File: src/rtl/uart_pkg.sv
// ---------------------------------------------------------------------------
// uart_pkg
// Shared constants for the UART receive FIFO block: register offsets inside
// the 4-address window, STATUS bit positions and the default FIFO depth.
// No ports.
// ---------------------------------------------------------------------------
package uart_pkg;

    // Register offsets relative to BASE_ADDRESS
    localparam logic [1:0] STATUS_OFS = 2'd0;
    localparam logic [1:0] DATA_OFS   = 2'd1;
    localparam logic [1:0] LEVEL_OFS  = 2'd2;
    localparam logic [1:0] THRESH_OFS = 2'd3;

    // STATUS register bit indices
    localparam int ST_NOT_EMPTY = 0;
    localparam int ST_FULL      = 1;
    localparam int ST_OVERRUN   = 2;
    localparam int ST_FRAME_ERR = 3;

    // Default FIFO depth
    localparam int DEF_DEPTH = 16;

endpackage

File: src/rtl/uart_rx_fifo_if.sv
// ---------------------------------------------------------------------------
// uart_rx_fifo_if
// Groups the UART receiver feed and the CPU I/O bus of the receive FIFO.
//   rx_byte/rx_strobe/rx_frame_err : from the UART receiver
//   address/din/w_en/r_en          : CPU I/O bus request
//   dout                           : registered I/O read data
//   irq                            : level interrupt (0 unless the IRQ build)
// modport master : the side that drives the receiver feed and the bus
// modport slave  : the FIFO block
// ---------------------------------------------------------------------------
interface uart_rx_fifo_if;
    logic [7:0] rx_byte;
    logic       rx_strobe;
    logic       rx_frame_err;
    logic [7:0] address;
    logic [7:0] din;
    logic       w_en;
    logic       r_en;
    logic [7:0] dout;
    logic       irq;

    modport master (
        output rx_byte, rx_strobe, rx_frame_err, address, din, w_en, r_en,
        input  dout, irq
    );

    modport slave (
        input  rx_byte, rx_strobe, rx_frame_err, address, din, w_en, r_en,
        output dout, irq
    );
endinterface

File: src/rtl/uart_fifo_mem.sv
// ---------------------------------------------------------------------------
// uart_fifo_mem
// DEPTH x 8 storage for the receive FIFO: synchronous write, asynchronous
// read, no reset (contents are don't-care until written).
//   clk   : system clock
//   we    : write enable
//   waddr : write address
//   wdata : write data
//   raddr : read address
//   rdata : read data (combinational)
// ---------------------------------------------------------------------------
module uart_fifo_mem #(
    parameter int DEPTH = 16,
    parameter int PTR_W = 4
) (
    input  logic             clk,
    input  logic             we,
    input  logic [PTR_W-1:0] waddr,
    input  logic [7:0]       wdata,
    input  logic [PTR_W-1:0] raddr,
    output logic [7:0]       rdata
);
    logic [7:0] mem [DEPTH];

    always_ff @(posedge clk) begin
        if (we) begin
            mem[waddr] <= wdata;
        end
    end

    assign rdata = mem[raddr];
endmodule

File: src/rtl/uart_rx_fifo.sv
// ---------------------------------------------------------------------------
// uart_rx_fifo
// Receive buffer behind the UART receiver. Each rx_strobe pushes rx_byte into
// a DEPTH-entry circular FIFO; the CPU drains it over the 8-bit I/O bus.
//   BASE+0 STATUS (R: not_empty/full/overrun/frame_err, W: W1C bits 2,3)
//   BASE+1 DATA   (R: pop)
//   BASE+2 LEVEL  (R: entry count)
//   BASE+3 THRESH (R/W irq threshold; reads 0 without the IRQ build)
// Ports:
//   clk   : system clock
//   rst_n : asynchronous active-low reset
//   bus   : uart_rx_fifo_if.slave (receiver feed, I/O bus, dout, irq)
// Build option: define UART_RX_FIFO_IRQ_EN for the THRESH register and a
// registered level interrupt; otherwise irq is tied 0.
// ---------------------------------------------------------------------------
module uart_rx_fifo
    import uart_pkg::*;
#(
    parameter logic [7:0] BASE_ADDRESS = 8'h02,
    parameter int         DEPTH        = DEF_DEPTH,
    parameter int         PTR_W        = $clog2(DEPTH)
) (
    input  logic           clk,
    input  logic           rst_n,
    uart_rx_fifo_if.slave  bus
);
    localparam logic [PTR_W-1:0] PTR_ONE  = (PTR_W)'(1);
    localparam logic [PTR_W:0]   CNT_ONE  = (PTR_W+1)'(1);
    localparam logic [PTR_W:0]   CNT_FULL = (PTR_W+1)'(DEPTH);

    logic [PTR_W-1:0] wr_ptr;
    logic [PTR_W-1:0] rd_ptr;
    logic [PTR_W:0]   count;
    logic [PTR_W:0]   count_nxt;
    logic             overrun;
    logic             overrun_nxt;
    logic             frame_err;
    logic             frame_err_nxt;
    logic [7:0]       dout_q;
    logic [7:0]       mem_rdata;
    logic [7:0]       status_byte;
    logic [7:0]       thresh_rd;

    logic [7:0]       rel_addr;
    logic             hit;
    logic [1:0]       ofs;
    logic             full;
    logic             not_empty;
    logic             do_pop;
    logic             do_push;
    logic             wr_status;

    // Offset from the base; the top six bits being zero means the
    // address falls inside the 4-register window.
    assign rel_addr  = bus.address - BASE_ADDRESS;
    assign hit       = (rel_addr[7:2] == 6'd0);
    assign ofs       = rel_addr[1:0];

    assign full      = (count == CNT_FULL);
    assign not_empty = (count != '0);
    assign do_pop    = bus.r_en && hit && (ofs == DATA_OFS) && not_empty;
    // A pop in the same cycle frees a slot, so a full FIFO still accepts.
    assign do_push   = bus.rx_strobe && (!full || do_pop);
    assign wr_status = bus.w_en && hit && (ofs == STATUS_OFS);

    always_comb begin
        count_nxt = count;
        if (do_push && !do_pop) begin
            count_nxt = count + CNT_ONE;
        end else if (do_pop && !do_push) begin
            count_nxt = count - CNT_ONE;
        end
        // Sticky flags: clear first, then set, so a set in the same cycle wins.
        overrun_nxt   = (overrun && !(wr_status && bus.din[ST_OVERRUN]))
                        || (bus.rx_strobe && !do_push);
        frame_err_nxt = (frame_err && !(wr_status && bus.din[ST_FRAME_ERR]))
                        || bus.rx_frame_err;
    end

    always_comb begin
        status_byte               = 8'h00;
        status_byte[ST_NOT_EMPTY] = not_empty;
        status_byte[ST_FULL]      = full;
        status_byte[ST_OVERRUN]   = overrun;
        status_byte[ST_FRAME_ERR] = frame_err;
    end

    uart_fifo_mem #(
        .DEPTH (DEPTH),
        .PTR_W (PTR_W)
    ) u_mem (
        .clk   (clk),
        .we    (do_push),
        .waddr (wr_ptr),
        .wdata (bus.rx_byte),
        .raddr (rd_ptr),
        .rdata (mem_rdata)
    );

    always_ff @(posedge clk or negedge rst_n) begin
        if (!rst_n) begin
            wr_ptr    <= '0;
            rd_ptr    <= '0;
            count     <= '0;
            overrun   <= 1'b0;
            frame_err <= 1'b0;
        end else begin
            if (do_push) begin
                wr_ptr <= wr_ptr + PTR_ONE;
            end
            if (do_pop) begin
                rd_ptr <= rd_ptr + PTR_ONE;
            end
            count     <= count_nxt;
            overrun   <= overrun_nxt;
            frame_err <= frame_err_nxt;
        end
    end

    // Read data register: updated only by a decoded read, holds otherwise.
    // Reads see the state from before this edge's updates.
    always_ff @(posedge clk or negedge rst_n) begin
        if (!rst_n) begin
            dout_q <= 8'h00;
        end else if (bus.r_en && hit) begin
            case (ofs)
                STATUS_OFS: dout_q <= status_byte;
                DATA_OFS:   dout_q <= not_empty ? mem_rdata : 8'h00;
                LEVEL_OFS:  dout_q <= 8'(count);
                default:    dout_q <= thresh_rd;
            endcase
        end
    end

    assign bus.dout = dout_q;

`ifdef UART_RX_FIFO_IRQ_EN
    logic [7:0] thresh;
    logic [7:0] thresh_nxt;
    logic       irq_q;

    assign thresh_nxt = (bus.w_en && hit && (ofs == THRESH_OFS)) ? bus.din : thresh;

    // irq is evaluated on the values being registered this edge.
    always_ff @(posedge clk or negedge rst_n) begin
        if (!rst_n) begin
            thresh <= 8'h01;
            irq_q  <= 1'b0;
        end else begin
            thresh <= thresh_nxt;
            irq_q  <= ((8'(count_nxt) >= thresh_nxt) && (thresh_nxt != 8'h00))
                      || overrun_nxt || frame_err_nxt;
        end
    end

    assign thresh_rd = thresh;
    assign bus.irq   = irq_q;
`else
    logic unused_din;

    assign unused_din = ^{bus.din[7:4], bus.din[1:0]};
    assign thresh_rd  = 8'h00;
    assign bus.irq    = 1'b0;
`endif

endmodule

File: src/flat_wrapper.sv
// flat-port wrapper written by rule: the top's interface ports become plain ports
module uart_rx_fifo_flat import uart_pkg::*;
#(
    parameter logic [7:0] BASE_ADDRESS = 8'h02,
    parameter int         DEPTH        = DEF_DEPTH,
    parameter int         PTR_W        = $clog2(DEPTH)
)
  (clk, rst_n, bus_rx_byte, bus_rx_strobe, bus_rx_frame_err, bus_address, bus_din, bus_w_en, bus_r_en, bus_dout, bus_irq);
  uart_rx_fifo_if bus_i ();
  input  logic clk;
  input  logic rst_n;
  input wire logic [$bits(bus_i.rx_byte)-1:0] bus_rx_byte;
  input wire logic [$bits(bus_i.rx_strobe)-1:0] bus_rx_strobe;
  input wire logic [$bits(bus_i.rx_frame_err)-1:0] bus_rx_frame_err;
  input wire logic [$bits(bus_i.address)-1:0] bus_address;
  input wire logic [$bits(bus_i.din)-1:0] bus_din;
  input wire logic [$bits(bus_i.w_en)-1:0] bus_w_en;
  input wire logic [$bits(bus_i.r_en)-1:0] bus_r_en;
  output wire logic [$bits(bus_i.dout)-1:0] bus_dout;
  output wire logic [$bits(bus_i.irq)-1:0] bus_irq;
  assign bus_i.rx_byte = bus_rx_byte;
  assign bus_i.rx_strobe = bus_rx_strobe;
  assign bus_i.rx_frame_err = bus_rx_frame_err;
  assign bus_i.address = bus_address;
  assign bus_i.din = bus_din;
  assign bus_i.w_en = bus_w_en;
  assign bus_i.r_en = bus_r_en;
  assign bus_dout = bus_i.dout;
  assign bus_irq = bus_i.irq;
  uart_rx_fifo #(.BASE_ADDRESS(BASE_ADDRESS), .DEPTH(DEPTH), .PTR_W(PTR_W)) u_core (.clk(clk), .rst_n(rst_n), .bus(bus_i));
endmodule
File: config.mk
export PLATFORM = sky130hd
export DESIGN_NAME = uart_rx_fifo_flat
export DESIGN_NICKNAME = d
export VERILOG_FILES = /design/src/rtl/uart_pkg.sv /design/src/rtl/uart_rx_fifo_if.sv /design/src/rtl/uart_fifo_mem.sv /design/src/rtl/uart_rx_fifo.sv /design/src/flat_wrapper.sv
export SDC_FILE = /design/constraint.sdc
export NUM_CORES = 1
export LEC_CHECK = 0
export CORE_MARGIN = 2
export CORE_UTILIZATION = 54
export CTS_BUF_LIST = sky130_fd_sc_hd__clkbuf_4 sky130_fd_sc_hd__clkbuf_8 sky130_fd_sc_hd__clkbuf_16
export CTS_CLUSTER_SIZE = 10
export DETAILED_ROUTE_END_ITERATION = 6
export PLACE_DENSITY = 0.7
export SYNTH_ARGS = -nofsm -noshare
export SYNTH_HDL_FRONTEND = slang
export SYNTH_HIERARCHICAL = 1
export SYNTH_SLANG_ARGS = --single-unit
File: constraint.sdc
create_clock -name clk -period 4.6 [get_ports clk]
set_clock_uncertainty 0.15 [all_clocks]
set_input_delay 0.92 -clock clk [delete_from_list [all_inputs] [get_ports clk]]
set_output_delay 0.92 -clock clk [all_outputs]
set_load 0.05 [all_outputs]
==> results.cfg, run 1 <==
[routing]
top_layer_used = met4
ant_nets = 0
dr_wl_met3_um = 822
wire_per_inst_um = 22.36
dr.pass1.iters = 5
drt_iter0_drc = 369
route.detailed.drc = 0
num_vias = 3514
viasPerCell = 6.154
m1WireLength_um = 5544
route.met2.wl_um = 6164
wl_um = 12770

[power]
power.share.clock_pct = 34.1
p_sw_share_pct = 27.12
leakagePower_nw = 2.611
p_switching_mw = 1.007
combPwrFrac_pct = 17.3
seqPwrFrac_pct = 48.7
peakVddDrop_mv = 0.3320
powerDensity_mw_per_mm2 = 493.5
p_int_mw = 2.705

[cts]
root_buffer = clkbuf_16
numCtsBuffers = 17
cts_hold_buf = 0
clkTransAtPathRegs_ns = 0.06
cts-htree-levels = 4
clock_latency_ns = 0.42
tritoncts = done
clock-sinks = 151
clock_path_buffers = 2
post_cts.repair.setup_buffers = 0
post_cts_resized = 0

[global_routing]
groute.usage.overall_pct = 21.76
grt_pass1_wl_um = 20000
antenna_found_initial = 0
grt_max_degree = 36
overflow = 0
grt_pass1_vias = 3447

[yosys]
synth-seq-cells = 151
async_flop_share_pct = 15.23
synthCells = 360
ys.flop_type = edfxtp_1
ys_seq_area_share_pct = 68.53
synth_edf_count = 128
syn_nets = 398
avgSynthCellArea_um2 = 17.91
yosys_warnings = 6
syn_area_mm2 = 0.006449
yosysUniqueCellTypes = 59

[place]
dp.cells = 540
dpl.hpwl_um = 8116
placed_cell_area_mm2 = 0.006982
finalWeightedCongestion = 0.7928
io_buffers = 31

[worst_hold_path]
hold_path_class = flop to flop
hold_depth = 1

[floorplanning]
num_io_pins = 39
rows = 39
dieWidth_um = 113.3
initial_core_util_pct = 56.00
core_area_mm2 = 0.01152
die_h_um = 113.3
die_area_mm2 = 0.01283

[layout]
antenna_cells = 0
drive_above_1_share_pct = 19.86
fin_cells = 571
fin_area_mm2 = 0.007521
areaGrowthSynthToFinish_pct = 16.63
fin_nets = 454

[critical_path]
crit_slowest_cell = or4b_4
criticalPathCategory = input pin to flop
worstSetupStartpointType = input pin
r2r_cells = 11
arrival_ns = 4.31
cp_common_cell = inv_1
path_max_fanout = 5
critical_path.cell_chain = clkdlybuf4s50_1, inv_1, ha_1, or4b_4, o211ai_1, o211ai_2, inv_1, ha_1, inv_1, fa_1, a21o_1, a21oi_1, mux2i_1, xnor2_1
cp-end-kind = flop
crit_required_ns = 4.78
max_stage_delay_ns = 0.49

[timing]
setup_viol = 0
rsz0062_at_grt = no
period_share_pct = 89.80
final-hold-violation-count = 0
clock.fmax_mhz = 242.1
min_period_ns = 4.131
setup_tns_ns = 0
tightestPinTransition_ns = 1.093
slew-limit-headroom_pct = 26.92
slew_violations = 0

[outcome]
status = complete, no violations

[flow_run]
cap_violations = 0
## synthesized netlist by cell type (all sizes together) (5+ instances only)
cell type | count | area [um2]
edfxtp | 128 | 3844
a22oi | 16 | 120.1
dfrtp | 23 | 575.6
mux2 | 7 | 82.57
nand2 | 19 | 71.32
buf | 10 | 82.57
nor2 | 21 | 86.33
o21ai | 8 | 40.04
inv | 9 | 33.78
a21oi | 6 | 30.03
nor3 | 6 | 35.03
mux4 | 32 | 773.2
nand3 | 5 | 25.02
ha | 7 | 87.58
xnor2 | 5 | 43.79
## final cells by class
type | count | area, um2
Clock inverter | 13 | 106.4
Sequential cell | 151 | 4422
Multi-Input combinational cell | 184 | 1872
Fill cell | 823 | 3995
Timing Repair Buffer | 53 | 475.5
Inverter | 9 | 33.78
Clock buffer | 18 | 432.9
Tap cell | 143 | 178.9
## cells in the final DEF, fill, tap and decap left out, types with 4 or more instances in the layout
| cell | count |
|---|---|
| a21o_1 | 4 |
| xor2_1 | 4 |
| edfxtp_1 | 128 |
| o21ai_0 | 8 |
| buf_4 | 22 |
| ha_1 | 7 |
| nand3_1 | 5 |
| mux4_2 | 18 |
| mux4_1 | 14 |
| clkdlybuf4s50_1 | 31 |
| mux2_1 | 4 |
| nor2_1 | 20 |
| dfrtp_1 | 21 |
| nor3_1 | 5 |
| clkbuf_16 | 17 |
| a22oi_1 | 16 |
| inv_1 | 9 |
| xnor2_1 | 5 |
| o31ai_1 | 4 |
| a21oi_1 | 6 |
| nand2_1 | 19 |
## per-stage QoR
stage	power (mW)	hold slack, ns	setup slack [ns]	util [%]
after global routing	3.878	0.3711	0.3211	65.31
after global placement	2.448	0.3199	0.1898	60.63
after CTS	3.741	0.3444	0.4669	65.31
final	3.712	0.3381	0.4694	65.31
after detailed placement	2.474	0.3240	0.09531	60.63
after floorplan	2.232	0.2989	0.5776	-
## power groups by stage
stage | registers [mW] | clock network, mW | logic, mW
final | 1.81 | 1.26 | 0.642
after floorplan | 1.81 | 0 | 0.423
after CTS | 1.81 | 1.29 | 0.645
after global placement | 1.82 | 0 | 0.625
after detailed placement | 1.83 | 0 | 0.643
after global routing | 1.83 | 1.35 | 0.701
## per-layer routing
layer / up-vias / GRT usage, %
li1: 1564 / -
met1: 1802 / 30.17
met2: 132 / 33.29
met3: 16 / 6.695
met4: 0 / 7.561
met5: - / 0
## cell families (layout without fill, tap and decap cells)
| group | Yosys count | after routing | synth area share (%) |
|---|---|---|---|
| AOI/OAI and AO/OA | 51 | 51 | 5.821 |
| xor gates and xnor gates | 9 | 9 | 1.222 |
| adders and majority gates | 8 | 8 | 1.669 |
| buffers and inverters | 25 | 93 | 2.445 |
| DFF | 151 | 151 | 68.53 |
| muxes | 42 | 42 | 13.74 |
| other | 1 | 1 | 0.05815 |
| and+or+nand+nor | 73 | 73 | 6.519 |
## registers in the layout, indices dropped and copies added, names as in the netlist
signal	cells
u_core/rd_ptr	4
u_core/count	5
u_core/wr_ptr	4
u_core/overrun	1
u_core/frame_err	1
u_core/bus.dout	8
u_core/u_mem/mem	128
## critical path, delay by kind of cell
kind / cells / cell delay (ns)
adder cells (fa/ha/maj): 3 / 0.85
XOR/XNOR: 1 / 0.15
multiplexers: 1 / 0.25
AO/OA/AOI/OAI: 4 / 0.86
buffers and inverters: 4 / 0.78
AND/OR/NAND/NOR: 1 / 0.49
## worst paths after layout
path,startpoint,slack [ns],end
min in group asynchronous,rst_n,0.94,u_core/count[1]$_DFFE_PN0P_
hold reg to reg,u_core/frame_err$_DFF_PN0_,0.34,u_core/frame_err$_DFF_PN0_
hold / removal,u_core/frame_err$_DFF_PN0_,0.34,u_core/frame_err$_DFF_PN0_
max in group asynchronous,rst_n,2.61,u_core/rd_ptr[0]$_DFFE_PN0P_
setup / recovery,bus_address[1],0.47,u_core/count[4]$_DFFE_PN0P_
setup reg to reg,u_core/count[0]$_DFFE_PN0P_,1.09,u_core/count[4]$_DFFE_PN0P_
No activity file was read; power rests on OpenSTA's default activity.
==> run 2, diff against run 1 <==
--- a/config.mk
+++ b/config.mk
@@ -15,3 +15,4 @@
 export SYNTH_HDL_FRONTEND = slang
 export SYNTH_HIERARCHICAL = 1
 export SYNTH_SLANG_ARGS = --single-unit
+export TNS_END_PERCENT = 50
==> results of run 2 <==
Same layout as run 1: the final DEF is identical, and so are final timing and power.
==> run 3, diff against run 2 <==
--- a/config.mk
+++ b/config.mk
@@ -8,7 +8,7 @@
 export CORE_MARGIN = 2
 export CORE_UTILIZATION = 54
 export CTS_BUF_LIST = sky130_fd_sc_hd__clkbuf_4 sky130_fd_sc_hd__clkbuf_8 sky130_fd_sc_hd__clkbuf_16
-export CTS_CLUSTER_SIZE = 10
+export CTS_CLUSTER_SIZE = 12
 export DETAILED_ROUTE_END_ITERATION = 6
 export PLACE_DENSITY = 0.7
 export SYNTH_ARGS = -nofsm -noshare
==> results of run 3 <==
Same layout as run 1: the final DEF is identical, and so are final timing and power.
